$ cat config.mk
export PLATFORM = sky130hd
export DESIGN_NAME = prog_loader
export DESIGN_NICKNAME = d
export VERILOG_FILES = /design/src/rtl/prog_loader_pkg.sv /design/src/rtl/loader_timeout.sv /design/src/rtl/prog_loader.sv
export SDC_FILE = /design/constraint.sdc
export NUM_CORES = 1
export LEC_CHECK = 0
export ABC_AREA = 1
export BUFFER_PORTS_ARGS = -buffer_cell sky130_fd_sc_hd__buf_4
export CAP_MARGIN = 20
export CORE_AREA = 3 3 125 97
export DETAILED_ROUTE_END_ITERATION = 8
export DIE_AREA = 0 0 128 100
export GPL_TIMING_DRIVEN = 0
export SYNTH_ARGS = -nofsm -noshare
export SYNTH_HDL_FRONTEND = slang
export SYNTH_SLANG_ARGS = --single-unit
$ cat constraint.sdc
create_clock -name clk -period 5.2 [get_ports clk]
set_clock_uncertainty 0.05 [all_clocks]
set_input_delay 0.52 -clock clk [delete_from_list [all_inputs] [get_ports clk]]
set_output_delay 0.52 -clock clk [all_outputs]
set_load 0.01 [all_outputs]
$ cat src/rtl/prog_loader_pkg.sv
// Shared types and constants for the instruction-memory loader.
package prog_loader_pkg;

    typedef enum logic [3:0] {
        S_IDLE,
        S_LEN_HI,
        S_LEN_LO,
        S_OPC,
        S_ARG,
        S_WRITE,
        S_CKSUM,
        S_DONE,
        S_ERR
    } state_t;

    // Default frame start marker.
    localparam logic [7:0] HEADER_BYTE_DEFAULT = 8'hA5;

    // Frame layout: header, LEN_BYTES big-endian length bytes, then
    // BYTES_PER_WORD payload bytes per word (opcode first), then checksum.
    localparam int unsigned LEN_BYTES      = 2;
    localparam int unsigned BYTES_PER_WORD = 2;

    // An instruction word is exactly one opcode byte plus one argument byte.
    function automatic bit width_ok(input int unsigned dw, input int unsigned iw);
        return iw == BYTES_PER_WORD * dw;
    endfunction

endpackage

$ cat src/rtl/loader_timeout.sv
// Idle-cycle counter with synchronous clear and count enable; flags the
// cycle on which the LIMIT-th consecutive enabled cycle occurs.
module loader_timeout #(
    parameter int unsigned LIMIT = 1024
) (
    input  logic clk,
    input  logic rst,
    input  logic clear,
    input  logic enable,
    output logic expired
);

    localparam int unsigned CW = (LIMIT > 1) ? $clog2(LIMIT) : 1;

    logic [CW-1:0] count;

    // Count enabled cycles; clear wins over enable.
    always_ff @(posedge clk or posedge rst) begin
        if (rst) begin
            count <= '0;
        end else if (clear) begin
            count <= '0;
        end else if (enable) begin
            count <= count + CW'(1);
        end
    end

    assign expired = enable && (count == CW'(LIMIT - 1));

endmodule

$ cat src/rtl/prog_loader.sv
// Host byte-stream loader: parses framed instruction images, writes
// {opcode, arg} words into instruction memory and holds the core until a
// frame with a matching checksum has fully loaded.
module prog_loader
    import prog_loader_pkg::*;
#(
    parameter int unsigned            DATA_WIDTH        = 8,
    parameter int unsigned            ADDR_WIDTH        = 12,
    parameter int unsigned            INSTRUCTION_WIDTH = 16,
    parameter logic [DATA_WIDTH-1:0]  HEADER_BYTE       = HEADER_BYTE_DEFAULT,
    parameter int unsigned            TIMEOUT_CYCLES    = 1024
) (
    input  logic                         clk,
    input  logic                         reset,
    input  logic [DATA_WIDTH-1:0]        BYTE_IN,
    input  logic                         BYTE_VALID,
    output logic                         BYTE_READY,
    output logic                         MEM_WE,
    output logic [ADDR_WIDTH-1:0]        MEM_ADDR,
    output logic [INSTRUCTION_WIDTH-1:0] MEM_WDATA,
    output logic                         CORE_HOLD,
    output logic                         LOAD_DONE,
    output logic                         LOAD_ERROR,
    output logic [ADDR_WIDTH:0]          WORDS_LOADED
);

    localparam int unsigned LEN_WIDTH = LEN_BYTES * DATA_WIDTH;
    localparam logic [LEN_WIDTH:0] MAX_LEN = (LEN_WIDTH + 1)'(1) << ADDR_WIDTH;

    generate
        if (!width_ok(DATA_WIDTH, INSTRUCTION_WIDTH)) begin : g_width_check
            $error("prog_loader: INSTRUCTION_WIDTH must equal 2*DATA_WIDTH");
        end
    endgenerate

    state_t                  state, state_next;
    logic [LEN_WIDTH-1:0]    len;
    logic [LEN_WIDTH-1:0]    len_full;
    logic [DATA_WIDTH-1:0]   opc, arg, sum;
    logic [ADDR_WIDTH-1:0]   address;
    logic [ADDR_WIDTH:0]     words_loaded, words_next;
    logic                    core_hold, load_error;
    logic                    transfer, counting, timed_out;

    assign BYTE_READY   = !(state inside {S_WRITE, S_DONE, S_ERR});
    assign transfer     = BYTE_VALID && BYTE_READY;
    assign counting     = state inside {S_LEN_HI, S_LEN_LO, S_OPC, S_ARG, S_CKSUM};
    assign len_full     = {len[LEN_WIDTH-1:DATA_WIDTH], BYTE_IN};
    assign words_next   = words_loaded + (ADDR_WIDTH + 1)'(1);

    assign MEM_WE       = (state == S_WRITE);
    assign MEM_ADDR     = address;
    assign MEM_WDATA    = {opc, arg};
    assign CORE_HOLD    = core_hold;
    assign LOAD_DONE    = (state == S_DONE);
    assign LOAD_ERROR   = load_error;
    assign WORDS_LOADED = words_loaded;

    loader_timeout #(
        .LIMIT (TIMEOUT_CYCLES)
    ) u_timeout (
        .clk     (clk),
        .rst     (reset),
        .clear   (!counting || transfer),
        .enable  (counting && !transfer),
        .expired (timed_out)
    );

    // State register.
    always_ff @(posedge clk or posedge reset) begin
        if (reset) begin
            state <= S_IDLE;
        end else begin
            state <= state_next;
        end
    end

    // Next-state decode: a transfer always takes priority over a timeout.
    always_comb begin
        state_next = state;
        unique case (state)
            S_IDLE: begin
                if (transfer && BYTE_IN == HEADER_BYTE) state_next = S_LEN_HI;
            end
            S_LEN_HI: begin
                if (transfer)       state_next = S_LEN_LO;
                else if (timed_out) state_next = S_ERR;
            end
            S_LEN_LO: begin
                if (transfer) begin
                    if ({1'b0, len_full} > MAX_LEN) state_next = S_ERR;
                    else if (len_full == '0)        state_next = S_CKSUM;
                    else                            state_next = S_OPC;
                end else if (timed_out) begin
                    state_next = S_ERR;
                end
            end
            S_OPC: begin
                if (transfer)       state_next = S_ARG;
                else if (timed_out) state_next = S_ERR;
            end
            S_ARG: begin
                if (transfer)       state_next = S_WRITE;
                else if (timed_out) state_next = S_ERR;
            end
            S_WRITE: begin
                if (LEN_WIDTH'(words_next) == len) state_next = S_CKSUM;
                else                               state_next = S_OPC;
            end
            S_CKSUM: begin
                if (transfer)       state_next = (BYTE_IN == sum) ? S_DONE : S_ERR;
                else if (timed_out) state_next = S_ERR;
            end
            S_DONE:  state_next = S_IDLE;
            S_ERR:   state_next = S_IDLE;
            default: state_next = S_IDLE;
        endcase
    end

    // Frame datapath: length, opcode/arg latches, running sum, write address,
    // word count and the hold/error flags.
    always_ff @(posedge clk or posedge reset) begin
        if (reset) begin
            len          <= '0;
            opc          <= '0;
            arg          <= '0;
            sum          <= '0;
            address      <= '0;
            words_loaded <= '0;
            core_hold    <= 1'b1;
            load_error   <= 1'b0;
        end else begin
            unique case (state)
                S_IDLE: begin
                    if (transfer && BYTE_IN == HEADER_BYTE) begin
                        core_hold    <= 1'b1;
                        load_error   <= 1'b0;
                        words_loaded <= '0;
                        sum          <= '0;
                        address      <= '0;
                    end
                end
                S_LEN_HI: begin
                    if (transfer) begin
                        len <= {BYTE_IN, {DATA_WIDTH{1'b0}}};
                        sum <= sum + BYTE_IN;
                    end
                end
                S_LEN_LO: begin
                    if (transfer) begin
                        len <= len_full;
                        sum <= sum + BYTE_IN;
                    end
                end
                S_OPC: begin
                    if (transfer) begin
                        opc <= BYTE_IN;
                        sum <= sum + BYTE_IN;
                    end
                end
                S_ARG: begin
                    if (transfer) begin
                        arg <= BYTE_IN;
                        sum <= sum + BYTE_IN;
                    end
                end
                S_WRITE: begin
                    address      <= address + ADDR_WIDTH'(1);
                    words_loaded <= words_next;
                end
                S_DONE: begin
                    core_hold <= 1'b0;
                end
                default: ;
            endcase
            if (state_next == S_ERR) load_error <= 1'b1;
        end
    end

endmodule
==> summary.md <==
| Metric | Value |
|---|---|
| Clk sinks | 81 |
| Synth async-reset ratio | 1.00 |
| Run status | complete, no violations |
| Die area | 12800 um^2 |
| Non-Filler Instances | 768 |
| ANT cells | 0 |
| Hold buffer count at CTS | 0 |
| Initial core utilization | 0.398 |
| Critical Path Sink Type | output pin |
| Sequential area share after synthesis | 0.467 |
| Critical Path RT | 4630 ps |
| Buffers and inverters on the worst path | 3 |
| Min Tclk post-route | 2400 ps |
| TritonCTS Buffers | 9 |
| Pwr dens | 319 nW/um^2 |
| Largest net degree at the start of global routing | 68 |
| Register bit total from synthesis | 81 |
| 1st-pass router iterations | 5 |
| HPWL after DPL | 8.23 mm |
| Setup TNS Final | 0 ps |
| Placer Congestion | 0.865 |
| Arrival @ worst endpoint | 1830 ps |
| Total Nets Final | 645 |
| CTS-repair resized insts | 0 |
| DRC | 0 |
| Worst-Margin Slew | 585 ps |
| DIE HEIGHT | 100 um |
| Cells after synthesis | 555 |
| Via/cell ratio | 5.07 |
| Post-Route WL | 11.0 mm |
| Crit path max-delay family | buffers and inverters |
| Final setup violation count | 0 |
| Wirelength per Cell | 14.3 um |
| Avg Synthesized Cell Area | 7.82 um^2 |
| Final ANT Viol Nets | 0 |
| Pins Over Slew Limit | 0 |
| RSZ-0062 raised after global routing | no |
| H-tree levels | 3 |
| Final hold violation count | 0 |
| Top-level I/O count | 57 |
| Max rail drop VDD | 0.160 mV |
| Cell variety after synth | 35 |
| Skew-Pair Late Insertion Delay | 340 ps |
| Die width | 128 um |
| PortBufs | 56 |
| First-pass GRT wire length | 18.1 mm |
| Worst-path clk slew | 60 ps |
| Hold Crit Class | input pin to asynchronous set/reset pin |
| Slowest CP cell | dfrtp_1 |
| Filler cell count | 1087 |
| Vias in the first global route | 3657 |
| Pwr Total | 0.00168 W |
| Post-Syn Area | 4340 um^2 |
| R2R cell count | 14 |
| Final worst-path cycle share | 0.462 |
| Via Count | 3893 |
| Slew margin rel. | 0.610 |
| Maximum Capacitance Violations | 0 |
| Core area | 10900 um^2 |
| 1st-iter DRT viols | 294 |
| Congestion Overflow GR | 0 |
| Fmax | 416 MHz |
| Largest stage delay on the critical path | 410 ps |
| CP Class | register to output pin |
| Stages on worst setup path | 5 |
| Num rows | 33 |
| Setup WS post-layout | 2800 ps |
| Postcts setup bufs | 0 |
| Number of flops mapped to enable cells by yosys | 0 |
| Initial antenna violation count | 0 |
| Clock root cell | clkbuf_16 |
| Most common cell after layout, fill and taps aside | nand2_1 |
| Synth-to-Final Area Change | 21.4% |
| Final hold slack | 53.8 ps |
| Placed cells | 752 |
| Max FO, Critical Path | 10 |
| Syn_nets | 577 |
| Bufs on Longest Clock Path | 2 |
| TritonCTS clock tree | yes |
| Setup crit start kind | register |
| Place WS | 2790 ps |
| Top_reg_cell synth | dfrtp_1 |
| GR Util All Layers | 0.178 |
| Cell leakage power | 2.73 nW |
| Fraction of layout cells with a size suffix above 1 | 0.154 |
| Synth Warn # | 0 |
| Most frequent cells in the layout | 135 x nand2_1, 80 x dfrtp_1, 70 x inv_1 |
| CP Cell Sequence | inv_1, nor2_2, nand2_1, clkinv_1, buf_4 |
cells by family after synthesis:
group / after synthesis / share of synthesized area
AND/OR/NAND/NOR: 275 / 0.284
AO/OA/AOI/OAI: 97 / 0.120
buffers and inverters: 82 / 0.0741
flip-flops: 81 / 0.467
adder cells (fa/ha/maj): 11 / 0.0334
XOR/XNOR: 9 / 0.0213
synthesized netlist by cell type (2+ instances only):
library cell    n  area [um^2]
nand3_1        57          285
nand4_1         6         37.5
nor2_2          4         25.0
inv_1          71          267
dfrtp_1        80         2000
xnor2_1         3         26.3
o21ai_0        48          240
a21oi_1        22          110
xor2_1          5         43.8
nor3_1         13         65.1
nor2_1         43          161
nor3b_1         6         45.0
o22ai_1        18          113
nand2_1       135          507
ha_1           10          125
o21ai_1         5         25.0
nand2_2         4         25.0
buf_2           6         30.0
clkbuf_1        2         7.51
nand3_2         2         20.0
power breakdown:
part / leakage, nW / total, W / internal, W / switching, W
registers: 0.970 / 0.000710 / 0.000674 / 0.0000364
clock network: 0.149 / 0.000649 / 0.000386 / 0.000263
logic: 1.61 / 0.000324 / 0.000127 / 0.000197
worst register-to-register path: stages, from the launching register on:
cell and delay (ps):
dfrtp_1 440, ha_1 230, nand2_1 100, nor2_1 250, nand2_1 120, nand2_1 90
nand2_1 70, nand2_1 60, nand2_1 40, nor2_1 70, nand3_1 80, nor2_1 140
nand2_1 60, nand2_1 60, nand2_1 60
area by class of cell:
cell class,instances,area (um^2),area share
clock inverters,6,65.1,0.0123
flip-flops and latches,81,2030,0.385
clock buffers,10,239,0.0453
multi-input cells,392,1990,0.378
inverters,73,279,0.0529
repair buffers,57,448,0.0850
plain buffers,9,45.0,0.00855
well taps,140,175,0.0332
per-stage QoR:
stage                     instance area, um^2   util
after detailed placement                 4970  0.456
after CTS                                5270  0.483
after global routing                     5270  0.483
after global placement                   4940  0.453
final                                    5270  0.483
after floorplan                          4340      -
sequential cells by signal (all words and copies together) (netlist names):
name and flops:
CORE_HOLD 1, LOAD_ERROR 1, MEM_ADDR 12, WORDS_LOADED 13
arg 8, len 16, opc 8, state 4
sum 8, u_timeout.count 10
layer usage:
metal	GRT usage	up-vias	routed length, um
met3	0.0324	11	573
met2	0.272	97	4740
li1	-	1970	-
met1	0.257	1815	5600
met4	0.0563	0	83
met5	0	-	0
worst paths after layout:
path | to | from | slack, ps
setup / recovery | MEM_WE | state[2]$_DFF_PP0_ | 2800
hold / removal | MEM_ADDR[5]$_DFFE_PP0P_ | reset | 50
setup reg to reg | state[0]$_DFF_PP0_ | WORDS_LOADED[0]$_DFFE_PP0P_ | 3190
hold reg to reg | CORE_HOLD$_DFFE_PP1P_ | CORE_HOLD$_DFFE_PP1P_ | 420
max in group asynchronous | CORE_HOLD$_DFFE_PP1P_ | reset | 4430
min in group clk | len[14]$_DFFE_PP0P_ | BYTE_IN[6] | 380
No activity file was read; power rests on OpenSTA's default activity.
